### config.mk
export PLATFORM = sky130hd
export DESIGN_NAME = cic_decimator
export DESIGN_NICKNAME = d
export VERILOG_FILES = /design/src/rtl/cic_decimator.sv
export SDC_FILE = /design/constraint.sdc
export NUM_CORES = 2
export LEC_CHECK = 0
export CORE_UTILIZATION = 64
export DETAILED_ROUTE_END_ITERATION = 8
export PLACE_DENSITY = 0.87
export REMOVE_ABC_BUFFERS = 1
export SLEW_MARGIN = 20
export SYNTH_ARGS = -nofsm -noshare
export SYNTH_HDL_FRONTEND = slang
export SYNTH_SLANG_ARGS = --single-unit
export TNS_END_PERCENT = 50
### constraint.sdc
create_clock -name i_clk -period 26.8 [get_ports i_clk]
set_input_delay 5.36 -clock i_clk [delete_from_list [all_inputs] [get_ports i_clk]]
set_output_delay 5.36 -clock i_clk [all_outputs]
set_load 0.05 [all_outputs]
### src/rtl/cic_decimator.sv
// Dual-channel (I/Q) Hogenauer CIC decimator: N integrators at the input rate, N combs at the
// decimated rate, then round-half-up right shift and saturation to OW bits.
module cic_decimator #(
    parameter int IW      = 13,
    parameter int OW      = 16,
    parameter int NSTAGES = 3,
    parameter int RW      = 10,
    parameter int SW      = 6,
    parameter int WW      = IW + NSTAGES * RW
) (
    input  logic                 i_clk,
    input  logic                 i_reset_n,
    input  logic                 i_ce,
    input  logic signed [IW-1:0] i_xval,
    input  logic signed [IW-1:0] i_yval,
    input  logic                 i_aux,
    input  logic [RW-1:0]        i_rate,
    input  logic [SW-1:0]        i_shift,
    output logic signed [OW-1:0] o_xval,
    output logic signed [OW-1:0] o_yval,
    output logic                 o_aux
);

    localparam logic signed [WW:0] SAT_HI = (WW+1)'(2 ** (OW - 1) - 1);
    localparam logic signed [WW:0] SAT_LO = ~SAT_HI;

    logic                  accept;
    logic                  blk_end;
    logic [RW-1:0]         rate_lat_reg;
    logic [RW-1:0]         cnt_reg;
    logic [RW-1:0]         last_cnt;
    logic [SW-1:0]         shift_lat_reg;
    logic [SW-1:0]         dec_shift_reg;
    logic                  dec_stb_reg;
    logic [NSTAGES:0]      vld_reg;
    logic [SW-1:0]         shift_pipe_reg [NSTAGES+1];
    logic                  aux_reg;
    logic [1:0][IW-1:0]    ch_in;
    logic [1:0][OW-1:0]    ch_out;

    assign accept   = i_ce && i_aux;
    assign last_cnt = (rate_lat_reg == '0) ? '0 : rate_lat_reg - RW'(1);
    assign blk_end  = accept && (cnt_reg == last_cnt);

    assign ch_in[0] = i_xval;
    assign ch_in[1] = i_yval;
    assign o_xval   = ch_out[0];
    assign o_yval   = ch_out[1];
    assign o_aux    = aux_reg;

    // Block control; the shift of each block rides alongside its valid bit down the comb pipe.
    always_ff @(posedge i_clk) begin
        if (!i_reset_n) begin
            rate_lat_reg  <= i_rate;
            shift_lat_reg <= i_shift;
            cnt_reg       <= '0;
            dec_stb_reg   <= 1'b0;
            dec_shift_reg <= '0;
            vld_reg       <= '0;
            aux_reg       <= 1'b0;
            for (int k = 0; k <= NSTAGES; k++) begin
                shift_pipe_reg[k] <= '0;
            end
        end else if (i_ce) begin
            dec_stb_reg <= blk_end;
            if (blk_end) begin
                cnt_reg       <= '0;
                dec_shift_reg <= shift_lat_reg;
                rate_lat_reg  <= i_rate;
                shift_lat_reg <= i_shift;
            end else if (accept) begin
                cnt_reg <= cnt_reg + RW'(1);
            end
            vld_reg <= {vld_reg[NSTAGES-1:0], dec_stb_reg};
            if (dec_stb_reg) begin
                shift_pipe_reg[0] <= dec_shift_reg;
            end
            for (int k = 1; k <= NSTAGES; k++) begin
                if (vld_reg[k-1]) begin
                    shift_pipe_reg[k] <= shift_pipe_reg[k-1];
                end
            end
            aux_reg <= vld_reg[NSTAGES];
        end
    end

    for (genvar gi = 0; gi < 2; gi++) begin : g_chan
        logic [NSTAGES:0][WW-1:0] int_chain;
        logic [NSTAGES:0][WW-1:0] comb_chain;
        logic [WW-1:0]            smp_reg;
        logic [SW-1:0]            out_shift;
        logic signed [WW:0]       rnd_bias;
        logic signed [WW:0]       rnd_sum;
        logic signed [WW:0]       shifted;
        logic signed [OW-1:0]     sat_val;
        logic signed [OW-1:0]     out_reg;

        assign int_chain[0] = {{(WW-IW){ch_in[gi][IW-1]}}, ch_in[gi]};

        // Integrators wrap modulo 2^WW; the combs undo the wrap exactly.
        for (genvar gk = 0; gk < NSTAGES; gk++) begin : g_int
            logic [WW-1:0] acc_reg;
            always_ff @(posedge i_clk) begin
                if (!i_reset_n) begin
                    acc_reg <= '0;
                end else if (accept) begin
                    acc_reg <= acc_reg + int_chain[gk];
                end
            end
            assign int_chain[gk+1] = acc_reg;
        end

        always_ff @(posedge i_clk) begin
            if (!i_reset_n) begin
                smp_reg <= '0;
            end else if (i_ce && dec_stb_reg) begin
                smp_reg <= int_chain[NSTAGES];
            end
        end
        assign comb_chain[0] = smp_reg;

        for (genvar gk = 0; gk < NSTAGES; gk++) begin : g_comb
            logic [WW-1:0] dly_reg;
            logic [WW-1:0] diff_reg;
            always_ff @(posedge i_clk) begin
                if (!i_reset_n) begin
                    dly_reg  <= '0;
                    diff_reg <= '0;
                end else if (i_ce && vld_reg[gk]) begin
                    dly_reg  <= comb_chain[gk];
                    diff_reg <= comb_chain[gk] - dly_reg;
                end
            end
            assign comb_chain[gk+1] = diff_reg;
        end

        // One guard bit so the rounding bias cannot wrap a near-full-scale comb result.
        assign out_shift = shift_pipe_reg[NSTAGES];
        assign rnd_bias  = (out_shift == '0) ? '0 : ((WW+1)'(1) << (out_shift - SW'(1)));
        assign rnd_sum   = $signed({comb_chain[NSTAGES][WW-1], comb_chain[NSTAGES]}) + rnd_bias;
        assign shifted   = rnd_sum >>> out_shift;

        always_comb begin
            if (shifted > SAT_HI) begin
                sat_val = OW'(SAT_HI);
            end else if (shifted < SAT_LO) begin
                sat_val = OW'(SAT_LO);
            end else begin
                sat_val = shifted[OW-1:0];
            end
        end

        always_ff @(posedge i_clk) begin
            if (!i_reset_n) begin
                out_reg <= '0;
            end else if (i_ce && vld_reg[NSTAGES]) begin
                out_reg <= sat_val;
            end
        end
        assign ch_out[gi] = out_reg;
    end

endmodule

==> metrics.md <==
| Metric | Value |
|---|---|
| Syn. warnings | `0` |
| Starting density of the core | `0.650` |
| Minimum clock period | `10,820 ps` |
| Slew margin rel. | `0.207` |
| WP data required | `27,430 ps` |
| CORE AREA | `between 100,000 and 150,000 sq um` |
| EDFF count, synth | `40` |
| Unrepaired setup endpoints after global routing | `false` |
| Nets | `9,315` |
| Hold WC Path Type | `flip-flop to flip-flop` |
| Final Cycle Share | `0.404` |
| Slew Viols, Final | `0` |
| Metal2 WL | `88,900 um` |
| Clock sinks | `954` |
| Post-CTS sizing | `0` |
| Max-cap violations | `0` |
| Wire length on met3 | `12,800 um` |
| Setup_tns | `0 ps` |
| Gpl congestion | `1.04` |
| Peak Freq | `92.4 MHz` |
| Critical setup path kind | `input pin to flip-flop` |
| Critical Path AT | `11,450 ps` |
| Reg clk slew, reported paths | `roughly 60 ps` |
| Grt total ovfl | `0` |
| Crit path largest cell delay | `630 ps` |
| Antenna-violating nets left | `0` |
| Root buf cell | `clkbuf_16` |
| GR Util All Layers | `0.352` |
| Total die area | `around 110,000 sq um` |
| Family with the most delay on the worst path | `compound AO/OA/AOI/OAI gates` |
| LEAKAGE | `0.0298 uW` |
| CTS buffer count | `between 90 and 100` |
| Initial drt markers | `about 5.8k` |
| Slew @ Worst Pin | `1190 ps` |
| Final setup viols | `0` |
| Clk Latency, worst-skew pair | `720 ps` |
| Die Height | `330 um` |
| Yosys reg bits | `around 950` |
| Bufs and invs on worst path | `1` |
| Most frequent cells in the layout | `nand2_1, o21ai_0, dfxtp_1` |
| Largest net degree at the start of global routing | `125` |
| Mapped cell area | `68,900 sq um` |
| Kind of end point of the critical path | `flip-flop` |
| CTS Buffer Depth | `3` |
| Startpoint class of the critical path | `input pin` |
| Layout cells sized above 1 | `0.0475` |
| CTS tree | `built` |
| Hold Violations, Final | `0` |
| Worst path cell trace | `clkdlybuf4s50_1 > ha_1 > a21o_1 > a21o_1 > a21o_1 > o311a_1 > a311o_1 > o311a_1 > or4_1 > a31oi_1 > a211oi_1 > o311ai_0 > a21oi_1 > o21a_1 > o41ai_1 > o311a_1 > nand2b_1 > a21oi_1 > xor2_1 > o21ai_0 > and2_1` |
| Slowest CP cell | `o311ai_0` |
| Post-CTS Repair Setup Buffers | `0` |
| Clock Skew | `56.3 ps` |
| Most common cell after layout, fill and taps aside | `nand2_1` |
| Main synth FF type | `dfxtp_1` |
| Met1 wire length | `~83,000 um` |
| Number of global-route vias before repair | `60.8k` |
| Status | `finished, final reports clean` |
| Wire per inst | `slightly below 20 um` |
| CP max FO | `4` |
| VDD IR max | `53.3 uV` |
| Post-synth top area share | `0.266` |
| Number of I/O pins | `79` |
| Pwr dens | `approximately 44 nW/um^2` |
| WL final | `roughly 200,000 um` |
| DP Wirelength | `between 100,000 and 150,000 um` |
| Sequential area share after synthesis | `0.283` |
| Area leader, netlist | `dfxtp_1` |
| Gate Count Post-Synth | `8,888` |
| Global-route wire length before repair | `317,000 um` |
| Worst hold margin | `461 ps` |
| Ranking of synthesized cells by area | `dfxtp_1, ha_1, o21ai_0` |
| Die extent in x | `330 um` |
| Hold-fix buffers, CTS | `0` |
| Initial antenna violation count | `2` |
| Vias | `~65k` |
| Post-route DRC violation count | `0` |
| Yosys cell types | `106` |
| DRT Pass-1 Iters | `7` |
| Uppermost layer routed | `met4` |
| Port buffer count | `78` |
| Asr flop ratio synth | `0` |
| Vias per cell | `between 6 and 7` |
| Htree depth | `3` |
| Row count | `119` |
| Avg Cell Area, Syn | `7.75 sq um` |
| Area Overhead vs Synth | `7.21%` |
-- worst min-delay path, cell delays in order (launching register included) --
cell	delay (ps)
dfxtp_1	330
nand2_1	50
o21ai_0	50
-- power by group --
group	switching [uW]	internal [uW]	total (uW)
registers	19.7	1450	1470
clock network	622	842	1460
logic	187	114	301
total	828	2400	3230
-- final cells by class --
| type | count | area (sq um) |
|---|---|---|
| Fill cell | 8318 | 32200 |
| Sequential cell | 954 | 19500 |
| Multi-Input combinational cell | 7025 | 46000 |
| Inverter | 466 | 1750 |
| Tap cell | 1391 | 1740 |
| Clock buffer | 119 | 2650 |
| Antenna cell | 1 | 2.50 |
| Clock inverter | 66 | 837 |
| Timing Repair Buffer | 149 | 1330 |
-- cells in the mapped netlist, types with 21 or more instances --
master and instances:
nand2_1 1243, or2_2 43, xnor2_1 270, buf_1 55, or3_1 76, a21boi_0 164, ha_1 560, nand3_1 165
mux4_2 25, mux2_2 31, o22ai_1 45, o31ai_1 78, o21a_1 74, and2_1 332, o2111ai_1 23, nor3_1 173
inv_1 464, a2111oi_0 21, nor4_1 32, a21o_1 187, xor2_1 253, dfxtp_1 914, clkbuf_1 369, edfxtp_1 40
a22o_1 100, nand4_1 44, a31oi_1 94, o21bai_1 58, o21ai_0 940, nor2_1 487, mux2i_1 82, and3_1 77
nor2b_1 81, o211ai_1 79, o211a_1 38, nand2b_1 118, a21oi_1 491, a211o_1 45, a211oi_1 88
-- worst paths after layout --
kind | slack [ps] | end | cells past startpoint | from
worst max-delay path | 15980 | g_chan[0].g_int[0].acc_reg[39] | 21 | i_xval[1]
worst min register to register | 460 | g_chan[0].g_comb[1].dly_reg[0] | 2 | g_chan[0].g_comb[1].dly_reg[0]
worst max register to register | 17130 | o_xval[9] | 23 | shift_pipe_reg[3][3]
worst min-delay path | 460 | g_chan[0].g_comb[1].dly_reg[0] | 2 | g_chan[0].g_comb[1].dly_reg[0]
-- cells by family after synthesis --
kind of cell | after synthesis | synth area share
adders and majority gates | 595 | 0.109
and+or+nand+nor | 2979 | 0.205
xor gates and xnor gates | 523 | 0.0665
buffers and inverters | 909 | 0.0500
muxes | 138 | 0.0252
DFF | 954 | 0.283
AOI/OAI and AO/OA | 2790 | 0.261
-- routing by layer --
metal  global-route usage  vias to the layer above
met5                    0                        -
met4                0.183                        0
met3               0.0494                      537
met2                0.583                     2272
met1                0.445                    30300
li1                     -                    31400
-- through the flow --
stage                     utilization  cells  total power [uW]  instance area, sq um  setup WS, ps
after floorplan                     -   8445              1700                 67200         13590
after global placement          0.664   9985              1780                 70300         15380
after detailed placement        0.664   9985              1790                 70300         15330
after CTS                       0.696  10200              3240                 73800         16070
after global routing            0.697  10200              3330                 73800         15590
final                           0.697  10200              3230                 73800         15980
Note: power is estimated with default switching activity, not from simulation.
